File: src/rtl/spi_target_shifter_pkg.sv
// -----------------------------------------------------------------------------
// spi_target_shifter_pkg
// Constants shared by the SPI initiator and target shifters of the SD-card
// link: CRC16-CCITT polynomial, idle fill byte, SPI mode (mode 0) and the CRC
// source selector encoding. Also provides a single-bit CRC16 update helper.
// -----------------------------------------------------------------------------
package spi_target_shifter_pkg;

    // x^16 + x^12 + x^5 + 1, MSB-first, init 0, no final xor
    localparam logic [15:0] CRC16_POLY        = 16'h1021;
    localparam logic [7:0]  IDLE_FILL_DEFAULT = 8'hFF;

    // SPI mode 0: SCLK idles low, data sampled on the leading (rising) edge
    localparam logic SPI_CPOL = 1'b0;
    localparam logic SPI_CPHA = 1'b0;

    typedef enum logic {
        CRC_SRC_MOSI = 1'b0,
        CRC_SRC_MISO = 1'b1
    } crc_src_e;

    // One serial CRC16 step: feedback is the incoming bit xor the CRC MSB.
    function automatic logic [15:0] crc16_step(input logic [15:0] crc,
                                               input logic        din);
        logic fb;
        fb = din ^ crc[15];
        return {crc[14:0], 1'b0} ^ (fb ? CRC16_POLY : 16'h0000);
    endfunction

endpackage

File: src/rtl/spi_in_sync.sv
// -----------------------------------------------------------------------------
// spi_in_sync
// Brings the asynchronous SPI pins into the clk domain and derives edge pulses.
//   clk, rst          system clock, async active-high reset
//   cs_n, sclk, mosi  raw SPI pins
//   mosi_s            synchronized MOSI
//   sclk_rise/fall    one-cycle pulses on synchronized SCLK edges
//   cs_fall/rise      one-cycle pulses on synchronized CS_n edges (select/deselect)
// SYNC_STAGES must be at least 2.
// -----------------------------------------------------------------------------
module spi_in_sync
    import spi_target_shifter_pkg::*;
#(
    parameter int SYNC_STAGES = 2
) (
    input  logic clk,
    input  logic rst,
    input  logic cs_n,
    input  logic sclk,
    input  logic mosi,
    output logic mosi_s,
    output logic sclk_rise,
    output logic sclk_fall,
    output logic cs_fall,
    output logic cs_rise
);

    logic [SYNC_STAGES-1:0] cs_sync_q,   cs_sync_d;
    logic [SYNC_STAGES-1:0] sclk_sync_q, sclk_sync_d;
    logic [SYNC_STAGES-1:0] mosi_sync_q, mosi_sync_d;
    logic                   sclk_prev_q, sclk_prev_d;
    logic                   cs_prev_q,   cs_prev_d;
    logic                   cs_n_s, sclk_s;

    always_comb begin
        cs_sync_d   = {cs_sync_q[SYNC_STAGES-2:0],   cs_n};
        sclk_sync_d = {sclk_sync_q[SYNC_STAGES-2:0], sclk};
        mosi_sync_d = {mosi_sync_q[SYNC_STAGES-2:0], mosi};
        sclk_prev_d = sclk_sync_q[SYNC_STAGES-1];
        cs_prev_d   = cs_sync_q[SYNC_STAGES-1];
    end

    // NOTE: state flops use non-blocking assignments so every flop samples
    // pre-edge values; blocking here would collapse the synchronizer chain.
    always_ff @(posedge clk or posedge rst) begin
        if (rst) begin
            cs_sync_q   <= '1;
            sclk_sync_q <= {SYNC_STAGES{SPI_CPOL}};
            mosi_sync_q <= '0;
            sclk_prev_q <= SPI_CPOL;
            cs_prev_q   <= 1'b1;
        end else begin
            cs_sync_q   <= cs_sync_d;
            sclk_sync_q <= sclk_sync_d;
            mosi_sync_q <= mosi_sync_d;
            sclk_prev_q <= sclk_prev_d;
            cs_prev_q   <= cs_prev_d;
        end
    end

    assign cs_n_s    = cs_sync_q[SYNC_STAGES-1];
    assign sclk_s    = sclk_sync_q[SYNC_STAGES-1];
    assign mosi_s    = mosi_sync_q[SYNC_STAGES-1];
    assign sclk_rise =  sclk_s & ~sclk_prev_q;
    assign sclk_fall = ~sclk_s &  sclk_prev_q;
    assign cs_fall   = ~cs_n_s &  cs_prev_q;
    assign cs_rise   =  cs_n_s & ~cs_prev_q;

endmodule

File: src/rtl/spi_target_shifter.sv
// -----------------------------------------------------------------------------
// spi_target_shifter
// SPI target (mode 0, MSB first, byte framing) running on the system clock and
// oversampling SCLK. Keeps a one-byte tx holding buffer and a running CRC16.
//   clk, rst              system clock, async active-high reset
//   cs_n, sclk, mosi      SPI pins from the initiator (async to clk)
//   miso, miso_oe         SPI data to initiator and its output enable
//   tx_data, tx_load      write into the holding buffer (only when tx_ready)
//   tx_ready              holding buffer empty
//   rx_data, rx_valid     last received byte, one-cycle update pulse
//   tx_underrun           one-cycle pulse: IDLE_FILL sent instead of a tx byte
//   crc_reset, crc_source CRC clear (idle cycles only), input select MOSI/MISO
//   crc_out               running CRC16
//   busy                  selected and mid-byte
// -----------------------------------------------------------------------------
module spi_target_shifter
    import spi_target_shifter_pkg::*;
#(
    parameter int          SYNC_STAGES = 2,
    parameter logic [7:0]  IDLE_FILL   = IDLE_FILL_DEFAULT
) (
    input  logic        clk,
    input  logic        rst,
    input  logic        cs_n,
    input  logic        sclk,
    input  logic        mosi,
    output logic        miso,
    output logic        miso_oe,
    input  logic [7:0]  tx_data,
    input  logic        tx_load,
    output logic        tx_ready,
    output logic [7:0]  rx_data,
    output logic        rx_valid,
    output logic        tx_underrun,
    input  logic        crc_reset,
    input  logic        crc_source,
    output logic [15:0] crc_out,
    output logic        busy
);

    // Mode 0 samples on the leading edge (rise) and shifts on the trailing one.
    localparam logic SAMPLE_ON_RISE = (SPI_CPOL == SPI_CPHA);

    logic mosi_s, sclk_rise, sclk_fall, cs_fall, cs_rise;
    logic sample_edge, shift_edge;

    spi_in_sync #(
        .SYNC_STAGES (SYNC_STAGES)
    ) u_in_sync (
        .clk       (clk),
        .rst       (rst),
        .cs_n      (cs_n),
        .sclk      (sclk),
        .mosi      (mosi),
        .mosi_s    (mosi_s),
        .sclk_rise (sclk_rise),
        .sclk_fall (sclk_fall),
        .cs_fall   (cs_fall),
        .cs_rise   (cs_rise)
    );

    assign sample_edge = SAMPLE_ON_RISE ? sclk_rise : sclk_fall;
    assign shift_edge  = SAMPLE_ON_RISE ? sclk_fall : sclk_rise;

    logic        sel_q,         sel_d;
    logic [2:0]  bit_cnt_q,     bit_cnt_d;
    logic [7:0]  tx_shift_q,    tx_shift_d;
    logic [7:0]  rx_shift_q,    rx_shift_d;
    logic [7:0]  rx_data_q,     rx_data_d;
    logic        rx_valid_q,    rx_valid_d;
    logic        tx_underrun_q, tx_underrun_d;
    logic [7:0]  tx_buf_q,      tx_buf_d;
    logic        tx_ready_q,    tx_ready_d;
    logic [15:0] crc_q,         crc_d;

    logic        reload;
    logic        crc_shift;
    logic        crc_in;

    // NOTE: every signal assigned here gets a default first, so no path
    // leaves a value unassigned and no latch is inferred.
    always_comb begin
        sel_d         = sel_q;
        bit_cnt_d     = bit_cnt_q;
        tx_shift_d    = tx_shift_q;
        rx_shift_d    = rx_shift_q;
        rx_data_d     = rx_data_q;
        rx_valid_d    = 1'b0;
        tx_underrun_d = 1'b0;
        tx_buf_d      = tx_buf_q;
        tx_ready_d    = tx_ready_q;
        crc_d         = crc_q;
        reload        = 1'b0;
        crc_shift     = 1'b0;
        crc_in        = 1'b0;

        // Loads only land in an empty buffer, so they never collide with the
        // consume below (which only happens when the buffer is full).
        if (tx_load && tx_ready_q) begin
            tx_buf_d   = tx_data;
            tx_ready_d = 1'b0;
        end

        if (cs_rise) begin
            // Partial rx/tx bytes are dropped; buffer and CRC are kept.
            sel_d     = 1'b0;
            bit_cnt_d = 3'd0;
        end else if (cs_fall) begin
            sel_d     = 1'b1;
            bit_cnt_d = 3'd0;
            reload    = 1'b1;
        end else if (sel_q) begin
            if (sample_edge) begin
                rx_shift_d = {rx_shift_q[6:0], mosi_s};
                bit_cnt_d  = bit_cnt_q + 3'd1;
                crc_shift  = 1'b1;
                crc_in     = (crc_source == CRC_SRC_MISO) ? tx_shift_q[7] : mosi_s;
                if (bit_cnt_q == 3'd7) begin
                    rx_data_d  = {rx_shift_q[6:0], mosi_s};
                    rx_valid_d = 1'b1;
                end
            end else if (shift_edge) begin
                if (bit_cnt_q != 3'd0) begin
                    tx_shift_d = {tx_shift_q[6:0], 1'b0};
                end else begin
                    reload = 1'b1;
                end
            end
        end

        // Byte boundary: take the buffered byte, or fill and flag underrun.
        if (reload) begin
            if (!tx_ready_q) begin
                tx_shift_d = tx_buf_q;
                tx_ready_d = 1'b1;
            end else begin
                tx_shift_d    = IDLE_FILL;
                tx_underrun_d = 1'b1;
            end
        end

        // A shift beats crc_reset; a held reset then lands on the next idle cycle.
        if (crc_shift) begin
            crc_d = crc16_step(crc_q, crc_in);
        end else if (crc_reset) begin
            crc_d = 16'h0000;
        end
    end

    always_ff @(posedge clk or posedge rst) begin
        if (rst) begin
            sel_q         <= 1'b0;
            bit_cnt_q     <= 3'd0;
            tx_shift_q    <= 8'h00;
            rx_shift_q    <= 8'h00;
            rx_data_q     <= 8'h00;
            rx_valid_q    <= 1'b0;
            tx_underrun_q <= 1'b0;
            tx_buf_q      <= 8'h00;
            tx_ready_q    <= 1'b1;
            crc_q         <= 16'h0000;
        end else begin
            sel_q         <= sel_d;
            bit_cnt_q     <= bit_cnt_d;
            tx_shift_q    <= tx_shift_d;
            rx_shift_q    <= rx_shift_d;
            rx_data_q     <= rx_data_d;
            rx_valid_q    <= rx_valid_d;
            tx_underrun_q <= tx_underrun_d;
            tx_buf_q      <= tx_buf_d;
            tx_ready_q    <= tx_ready_d;
            crc_q         <= crc_d;
        end
    end

    // MISO follows tx_shift[7] directly so bit 7 is on the wire before the
    // first rising SCLK; it idles high when deselected.
    assign miso        = sel_q ? tx_shift_q[7] : 1'b1;
    assign miso_oe     = sel_q;
    assign tx_ready    = tx_ready_q;
    assign rx_data     = rx_data_q;
    assign rx_valid    = rx_valid_q;
    assign tx_underrun = tx_underrun_q;
    assign crc_out     = crc_q;
    assign busy        = (bit_cnt_q != 3'd0);

endmodule
File: config.mk
export PLATFORM = sky130hd
export DESIGN_NAME = spi_target_shifter
export DESIGN_NICKNAME = d
export VERILOG_FILES = /design/src/rtl/spi_target_shifter_pkg.sv /design/src/rtl/spi_in_sync.sv /design/src/rtl/spi_target_shifter.sv
export SDC_FILE = /design/constraint.sdc
export NUM_CORES = 1
export LEC_CHECK = 0
export ABC_CLOCK_PERIOD_IN_PS = 3100
export CAP_MARGIN = 20
export CORE_MARGIN = 8
export CORE_UTILIZATION = 38
export CTS_CLUSTER_SIZE = 12
export DETAILED_ROUTE_END_ITERATION = 12
export PLACE_DENSITY = 0.69
export SYNTH_ARGS = -nofsm -noshare
export SYNTH_HDL_FRONTEND = slang
export SYNTH_SLANG_ARGS = --single-unit
File: constraint.sdc
create_clock -name clk -period 3.1 [get_ports clk]
set_input_delay 0.62 -clock clk [delete_from_list [all_inputs] [get_ports clk]]
set_output_delay 0.62 -clock clk [all_outputs]
set_load 0.02 [all_outputs]
==> reports/qor.json <==
{
  "syn_area_per_cell": {"value": 12.36, "unit": "um^2"},
  "min_period": {"value": 2286, "unit": "ps"},
  "crit_path_top_delay_cell": {"value": "sky130_fd_sc_hd__clkdlybuf4s50_1"},
  "tritoncts": {"value": "done"},
  "die_area": {"value": 9693, "unit": "um^2"},
  "initial_utilization": {"value": 0.3867},
  "post-cts-setup-buffers": {"value": 0},
  "grt_pass1_vias": {"value": 1758},
  "slew_worst_pin": {"value": 639.2, "unit": "ps"},
  "area_growth": {"value": 25.71, "unit": "%"},
  "power.density_cell_area": {"value": 679.3, "unit": "nW/um^2"},
  "portBuffers": {"value": 45},
  "routedWlPerCell": {"value": 13.64, "unit": "um"},
  "cts_hold_repair.buffers": {"value": 0},
  "globalplace.congestion": {"value": 0.7299},
  "design.portCount": {"value": 46},
  "n_antenna_cell": {"value": 0},
  "critical_path_class": {"value": "flop to primary output"},
  "grt_setup_unrepaired": {"value": "false"},
  "resized_after_cts": {"value": 0},
  "period_share": {"value": 0.7375},
  "fmax": {"value": 0.4374, "unit": "GHz"},
  "drv_cap": {"value": 0},
  "dr.first_iter.drc_count": {"value": 63},
  "antenna_violating_nets_post_route": {"value": 0},
  "routed_via_density": {"value": 4.910},
  "drt_pre_antenna_iters": {"value": 5},
  "floorplan.core_area": {"value": 6681, "unit": "um^2"},
  "worst_ir_drop_on_vdd": {"value": 361.3, "unit": "uV"},
  "grt_antenna_before_repair": {"value": 0},
  "crit_start": {"value": "bit_cnt_q[0]"},
  "routed_wl": {"value": 4677, "unit": "um"},
  "total_routing_usage_reported_by_global_routing": {"value": 0.1077},
  "grt_first_pass_wirelength": {"value": 8293, "unit": "um"},
  "crit_required": {"value": 2480, "unit": "ps"},
  "clock_pin_slew_reported_for_the_worst_setup_and_hold_paths_after_clock_tree_synthesis": {"value": 60, "unit": "ps"},
  "die_width": {"value": 98.46, "unit": "um"},
  "setup_tns": {"value": 0, "unit": "ps"},
  "layout.core_utilization": {"value": 0.4861},
  "critical_path.startpoint_type": {"value": "flop"},
  "crit_path_end_kind": {"value": "primary output"},
  "nets": {"value": 279},
  "seq_power_share": {"value": 0.502},
  "power.static_leakage": {"value": 1.473, "unit": "nW"},
  "final_max_tran_viols": {"value": 0},
  "power.switching": {"value": 0.6331, "unit": "mW"},
  "final_layout_size_suffix_gt1_frac": {"value": 0.1749},
  "worst-path-max-fanout": {"value": 3},
  "grt_remaining_overflow": {"value": 0},
  "crit_path_end": {"value": "busy"},
  "buffer_levels_on_the_longest_clock_path": {"value": 2},
  "critPathArrivalTime": {"value": 1670, "unit": "ps"},
  "worst_slew_margin_rel": {"value": 0.5733},
  "dp_hpwl": {"value": 3294, "unit": "um"},
  "synth.lib_cells_used.distinct": {"value": 31},
  "r2r_start": {"value": "u_in_sync.cs_sync_q[1]"},
  "finalSetupViolations": {"value": 0},
  "switching_share": {"value": 0.2870},
  "detailroute.via_count": {"value": 1684},
  "synthCells": {"value": 209},
  "slack_of_the_worst_reg_to_reg_path": {"value": 1120, "unit": "ps"},
  "dieHeight": {"value": 98.46, "unit": "um"},
  "critical-path-max-stage-delay": {"value": 620, "unit": "ps"},
  "finalHoldViolCount": {"value": 0},
  "drcViolationCount": {"value": 0},
  "clock_power_share": {"value": 0.284},
  "syn_area": {"value": 2584, "unit": "um^2"},
  "grt_start_max_net_pins": {"value": 39},
  "rows": {"value": 30},
  "cts_buffers": {"value": 9},
  "yosys_register_bits": {"value": 62},
  "power_report.internal_total": {"value": 1.573, "unit": "mW"},
  "worst_clock_skew": {"value": 7.990, "unit": "ps"},
  "outcome": {"value": "finished, final reports clean"},
  "clk_root_buffer_cell": {"value": "sky130_fd_sc_hd__clkbuf_8"},
  "worst-r2r-cell-count": {"value": 5},
  "clock_sinks": {"value": 62},
  "p_comb_frac": {"value": 0.214},
  "worstReg2RegEnd": {"value": "rx_shift_q[3]"},
  "synth.yosys.seq_area_share": {"value": 0.6024},
  "h-tree-depth": {"value": 3},
  "worstPathCellList": {"value": "inv_1 > ha_1 > nand2b_1 > clkdlybuf4s50_1"},
  "yosysWarningCount": {"value": 0},
  "hold_path_class": {"value": "flop to flop"},
  "synth_nets": {"value": 230},
  "clock_latency_at_the_later_pin_of_the_worst_skew_pair": {"value": 330, "unit": "ps"}
}
## logic make-up after synthesis
logic type               share of synthesized area
XOR/XNOR                                   0.01308
multiplexers                                0.1162
AND/OR/NAND/NOR                             0.1274
adder cells (fa/ha/maj)                    0.02421
AO/OA/AOI/OAI                              0.07361
buffers and inverters                      0.04309
flip-flops                                  0.6024
## synth_stat cells
cell	instances	area [um^2]
sky130_fd_sc_hd__dfrtp_1	58	1451
sky130_fd_sc_hd__mux2_2	24	270.3
sky130_fd_sc_hd__nand2_1	24	90.09
sky130_fd_sc_hd__nand2b_1	17	106.4
sky130_fd_sc_hd__o21ai_0	11	55.05
sky130_fd_sc_hd__inv_1	9	33.78
sky130_fd_sc_hd__nor2_1	9	33.78
sky130_fd_sc_hd__o31ai_1	8	60.06
sky130_fd_sc_hd__nor3_1	7	35.03
sky130_fd_sc_hd__ha_1	5	62.56
sky130_fd_sc_hd__o21ai_1	5	25.02
sky130_fd_sc_hd__dfstp_2	4	105.1
sky130_fd_sc_hd__buf_6	3	33.78
sky130_fd_sc_hd__mux2i_1	3	30.03
sky130_fd_sc_hd__a21o_1	2	15.01
sky130_fd_sc_hd__a22o_1	2	17.52
sky130_fd_sc_hd__and3b_1	2	17.52
sky130_fd_sc_hd__nor3b_1	2	15.01
sky130_fd_sc_hd__xnor2_1	2	17.52
sky130_fd_sc_hd__and2_4	1	8.760
sky130_fd_sc_hd__and3_1	1	6.260
sky130_fd_sc_hd__buf_4	1	7.510
sky130_fd_sc_hd__buf_8	1	15.01
sky130_fd_sc_hd__clkbuf_1	1	3.750
sky130_fd_sc_hd__clkbuf_2	1	5.000
sky130_fd_sc_hd__dlymetal6s2s_1	1	12.51
sky130_fd_sc_hd__nand3_2	1	10.01
sky130_fd_sc_hd__nor2b_1	1	6.260
sky130_fd_sc_hd__o21bai_2	1	11.26
sky130_fd_sc_hd__o22ai_1	1	6.260
sky130_fd_sc_hd__xor2_2	1	16.27
## worst min-delay path by stage
stage	depth (start not counted)	from	slack [ps]	end
3_5_place_dp	0	u_in_sync.sclk_sync_q[0]	350	u_in_sync.sclk_sync_q[1]
4_1_cts	0	u_in_sync.sclk_sync_q[0]	360	u_in_sync.sclk_sync_q[1]
3_3_place_gp	0	u_in_sync.sclk_sync_q[0]	330	u_in_sync.sclk_sync_q[1]
6_report	0	u_in_sync.sclk_sync_q[0]	360	u_in_sync.sclk_sync_q[1]
2_1_floorplan	0	u_in_sync.mosi_sync_q[0]	330	u_in_sync.mosi_sync_q[1]
5_1_grt	0	u_in_sync.sclk_sync_q[0]	360	u_in_sync.sclk_sync_q[1]
## flip-flops by register name (all words and copies together) (netlist names)
name,count
bit_cnt_q,3
crc_out,16
miso_oe,1
rx_data,8
rx_shift_q,7
rx_valid,1
tx_buf_q,8
tx_ready,1
tx_shift_q,8
tx_underrun,1
u_in_sync.cs_prev_q,1
u_in_sync.cs_sync_q,2
u_in_sync.mosi_sync_q,2
u_in_sync.sclk_prev_q,1
u_in_sync.sclk_sync_q,2
## power groups by stage
| stage | clock [mW] | sequential (mW) | combinational, mW |
|---|---|---|---|
| 6_report | 0.627 | 1.11 | 0.472 |
| 5_1_grt | 0.686 | 1.14 | 0.531 |
| 4_1_cts | 0.643 | 1.11 | 0.480 |
| 3_5_place_dp | 0 | 1.12 | 0.480 |
| 3_3_place_gp | 0 | 1.12 | 0.464 |
| 2_1_floorplan | 0 | 1.10 | 0.350 |
## placed cells by master, fill, tap and decap left out, types with 2 or more instances in the layout
cell / Yosys / layout
sky130_fd_sc_hd__clkdlybuf4s50_1: 0 / 45
sky130_fd_sc_hd__o21ai_0: 11 / 11
sky130_fd_sc_hd__inv_1: 9 / 8
sky130_fd_sc_hd__nor3b_1: 2 / 2
sky130_fd_sc_hd__nand2b_1: 17 / 17
sky130_fd_sc_hd__ha_1: 5 / 5
sky130_fd_sc_hd__mux2_2: 24 / 24
sky130_fd_sc_hd__clkbuf_1: 1 / 4
sky130_fd_sc_hd__dfstp_2: 4 / 4
sky130_fd_sc_hd__nor3_1: 7 / 7
sky130_fd_sc_hd__a22o_1: 2 / 2
sky130_fd_sc_hd__clkbuf_8: 0 / 11
sky130_fd_sc_hd__xnor2_1: 2 / 2
sky130_fd_sc_hd__and3b_1: 2 / 2
sky130_fd_sc_hd__nor2_1: 9 / 9
sky130_fd_sc_hd__a21o_1: 2 / 2
sky130_fd_sc_hd__mux2i_1: 3 / 3
sky130_fd_sc_hd__o21ai_1: 5 / 5
sky130_fd_sc_hd__nand2_1: 24 / 24
sky130_fd_sc_hd__o31ai_1: 8 / 8
sky130_fd_sc_hd__dfrtp_1: 58 / 58
## metrics by stage
stage | cell area, um^2 | power [mW] | worst slack, ps | hold WS (ps) | cells
finish | 3248 | 2.206 | 813.8 | 357.0 | 343
global route | 3248 | 2.353 | 696.9 | 363.5 | 343
CTS | 3248 | 2.235 | 782.1 | 359.9 | 343
detailed placement | 3077 | 1.604 | 1028 | 345.7 | 327
global placement | 3077 | 1.582 | 1058 | 334.2 | 327
floorplan | 2584 | 1.448 | 945.2 | 331.2 | 209
## critical path: cells and delay by family, from the launching register on
kind / cells / cell delay, ps
flip-flops: 1 / 370
AND/OR/NAND/NOR: 1 / 120
buffers and inverters: 2 / 670
adder cells (fa/ha/maj): 1 / 180
## layer usage
metal  track usage  part of all wire  vias to the layer above
met5             0                 0                        -
met4       0.06730             0.020                        0
met3       0.04369             0.062                        8
met2        0.1669              0.48                       46
met1        0.1214              0.44                      824
li1              -                 -                      806
## area by class of cell
class / count / area (um^2)
clock buffers: 15 / 166.4
fillers: 627 / 3433
clock inverters: 1 / 5.005
inverters: 9 / 33.78
well taps: 80 / 100.1
multi-input cells: 130 / 915.9
repair buffers: 46 / 470.5
flip-flops and latches: 62 / 1556
Note: power is estimated with default switching activity, not from simulation.
==> edit, RTL diff (same flow settings) <==
Make the reset (`rst`) synchronous in 2 clocked blocks. Comments in the files are not updated.
--- a/src/rtl/spi_in_sync.sv
+++ b/src/rtl/spi_in_sync.sv
@@ -42,7 +42,7 @@
 
     // NOTE: state flops use non-blocking assignments so every flop samples
     // pre-edge values; blocking here would collapse the synchronizer chain.
-    always_ff @(posedge clk or posedge rst) begin
+    always_ff @(posedge clk) begin
         if (rst) begin
             cs_sync_q   <= '1;
             sclk_sync_q <= {SYNC_STAGES{SPI_CPOL}};
--- a/src/rtl/spi_target_shifter.sv
+++ b/src/rtl/spi_target_shifter.sv
@@ -147,7 +147,7 @@
         end
     end
 
-    always_ff @(posedge clk or posedge rst) begin
+    always_ff @(posedge clk) begin
         if (rst) begin
             sel_q         <= 1'b0;
             bit_cnt_q     <= 3'd0;
Check against the original RTL: differs if rst is asserted again (counterexample within 4 cycles, from zero or initial values and one cycle with rst high); with rst held inactive, the same outputs for 10 cycles.
==> edit against the unedited design <==
- sequential cell count did not move
- wire length rose by 9.4%
- synthesized area fell by 3.1%
- setup slack got worse by 86 ps
- die area fell by 2.6%
- synthesized cell count rose by 36%
- final area fell by 3.2%
Power is not compared: it rests on default switching activity, and its combinational part moved more than twofold at a synthesized area within 25%.
==> edit: results (changes against the unedited design) <==
Clock tree
  • Setup Buffers After CTS: 0 (unchanged)
  • Htree depth: 3 (unchanged)
  • Resized cells post-CTS: 0 (unchanged)
  • Root buf cell: clkbuf_8

Global route
  • Met2 GRT Util: 16.0% (-0.65 points)
  • GR Util All Layers: 11.4% (+0.61 points)
  • Pin count of the biggest net entering global routing: 52 (+33%)
  • First-pass GRT wire length: 8.95 mm (+7.9%)
  • Initial antenna violation count: 0 (unchanged)
  • Met1 Track Usage GR: 14.0% (+1.9 points)
  • M3 GR Usage: 4.77% (+0.40 points)
  • Vias in the first global route: 1927 (+9.6%)

Worst setup path
  • Worst setup path startpoint: bit_cnt_q[0]$_SDFFE_PP0P_
  • R2R Path Start: u_in_sync.cs_prev_q$_SDFF_PP1_
  • Arr. time, crit path: 1750 ps (+80 ps)

Min path
  • Hold path start: u_in_sync.cs_sync_q[0]$_SDFF_PP1_

Drt
  • DR WL met3: 340 um (+17%)
  • Routed via count: 2006 (+19%)
  • Post-Route WL: 5.12 mm (+9.4%)
  • M1 wire length: 2.52 mm (+23%)
  • Initial detailed-routing violation count: 79 (+25%)
  • Routed met2 length: 2.14 mm (-4.6%)
  • First-pass detailed-route iteration total: 4 (-1)
  • DR top layer: met4

Final layout
  • Layout cells sized above 1: 9.15% (-8.3 points)
  • Layout filler cell count: 606 (-3.3%)
  • Fin nets: 346 (+24%)
  • ANT cells: 0 (unchanged)

Synthesis
  • Distinct cells, synth: 33 (+6.5%)
  • Synth async-reset ratio: 0% (-100 points)
  • Post-Synth Adder-Cell Area: 2.50% (+0.079 points)
  • Fraction of synthesized area in multiplexers: 0.400% (-11 points)
  • Synth cell count leaders: 62 x dfxtp_1, 52 x nand2_1, 39 x a21oi_1, 21 x nor2_1, 19 x nand3_1
  • Top area cells in the synthesized netlist: dfxtp_1 50%, a21oi_1 7.8%, nand2_1 7.8%
  • Synth Area in XOR/XNOR: 0.700% (-0.61 points)
  • Syn Nets: 306 (+33%)
  • Post-synthesis compound-gate area fraction: 14.6% (+7.2 points)
  • Seq/Total Area, Yosys: 49.6% (-11 points)

Timing
  • Clk_skew: 3.60 ps (-4.39 ps)
  • Worst Tran Pin Value: 883 ps (+244 ps)

Power and ir drop
  • Maximum VDD drop: 0.000262 V

Placed design
  • Placer Congestion: 0.775 (+6.2%)
  • Final HPWL DP: 3.54 mm (+7.4%)
  • Port bufs: 45 (unchanged)

Outcome
  • Outcome: finished clean
==> edit: cell count changes in the layout (fill, tap and decap cells not counted), moves of 12 or more <==
cell / before / now
mux2_2: 24 / 0
dfrtp_1: 58 / 0
nand3b_1: 0 / 17
dfxtp_1: 0 / 62
nand3_1: 0 / 19
nand2_1: 24 / 52
nand2b_1: 17 / 2
nor2_1: 9 / 21
a21oi_1: 0 / 39
==> edit: cell type report <==
type / count / area share [%]
sequential: 62 / 39.5
multi-input combinational: 190 / 35.5
timing repair buffer: 47 / 14.6
clock buffer: 13 / 5.37
tap: 77 / 3.06
inverter: 15 / 1.79
clock inverter: 1 / 0.159
==> edit: report_power, final <==
part / switching, W / internal, W
combinational: 0.0000512 / 0.0000478
sequential: 0.0000137 / 0.000816
clock: 0.000280 / 0.000346
==> edit: through the flow <==
stage	cell area (sq um)	cells	util (%)	total power, W	setup slack, ps
after CTS	3150	405	49.5	0.00157	706
after global routing	3150	405	49.5	0.00162	649
after detailed placement	2970	391	46.8	0.000947	1080
final	3150	405	49.5	0.00155	728
after floorplan	2500	285	-	0.000910	1570
after global placement	2970	391	46.8	0.000946	1110
==> edit: path summary, 6_finish.rpt <==
path	to	slack, ps	cells after the start
max	busy	730	4
min	u_in_sync.cs_sync_q[1]$_SDFF_PP1_	410	1
max reg2reg	rx_data[5]$_SDFFE_PP0P_	1230	6
min reg2reg	u_in_sync.cs_sync_q[1]$_SDFF_PP1_	410	1
==> edit: cell families (layout without fill, tap and decap cells) <==
group                    count (synthesis)  count (layout)
AO/OA/AOI/OAI                           52              52
multiplexers                             1               1
AND/OR/NAND/NOR                        130             130
adder cells (fa/ha/maj)                  5               5
flip-flops                              62              62
buffers and inverters                   33              76
XOR/XNOR                                 2               2
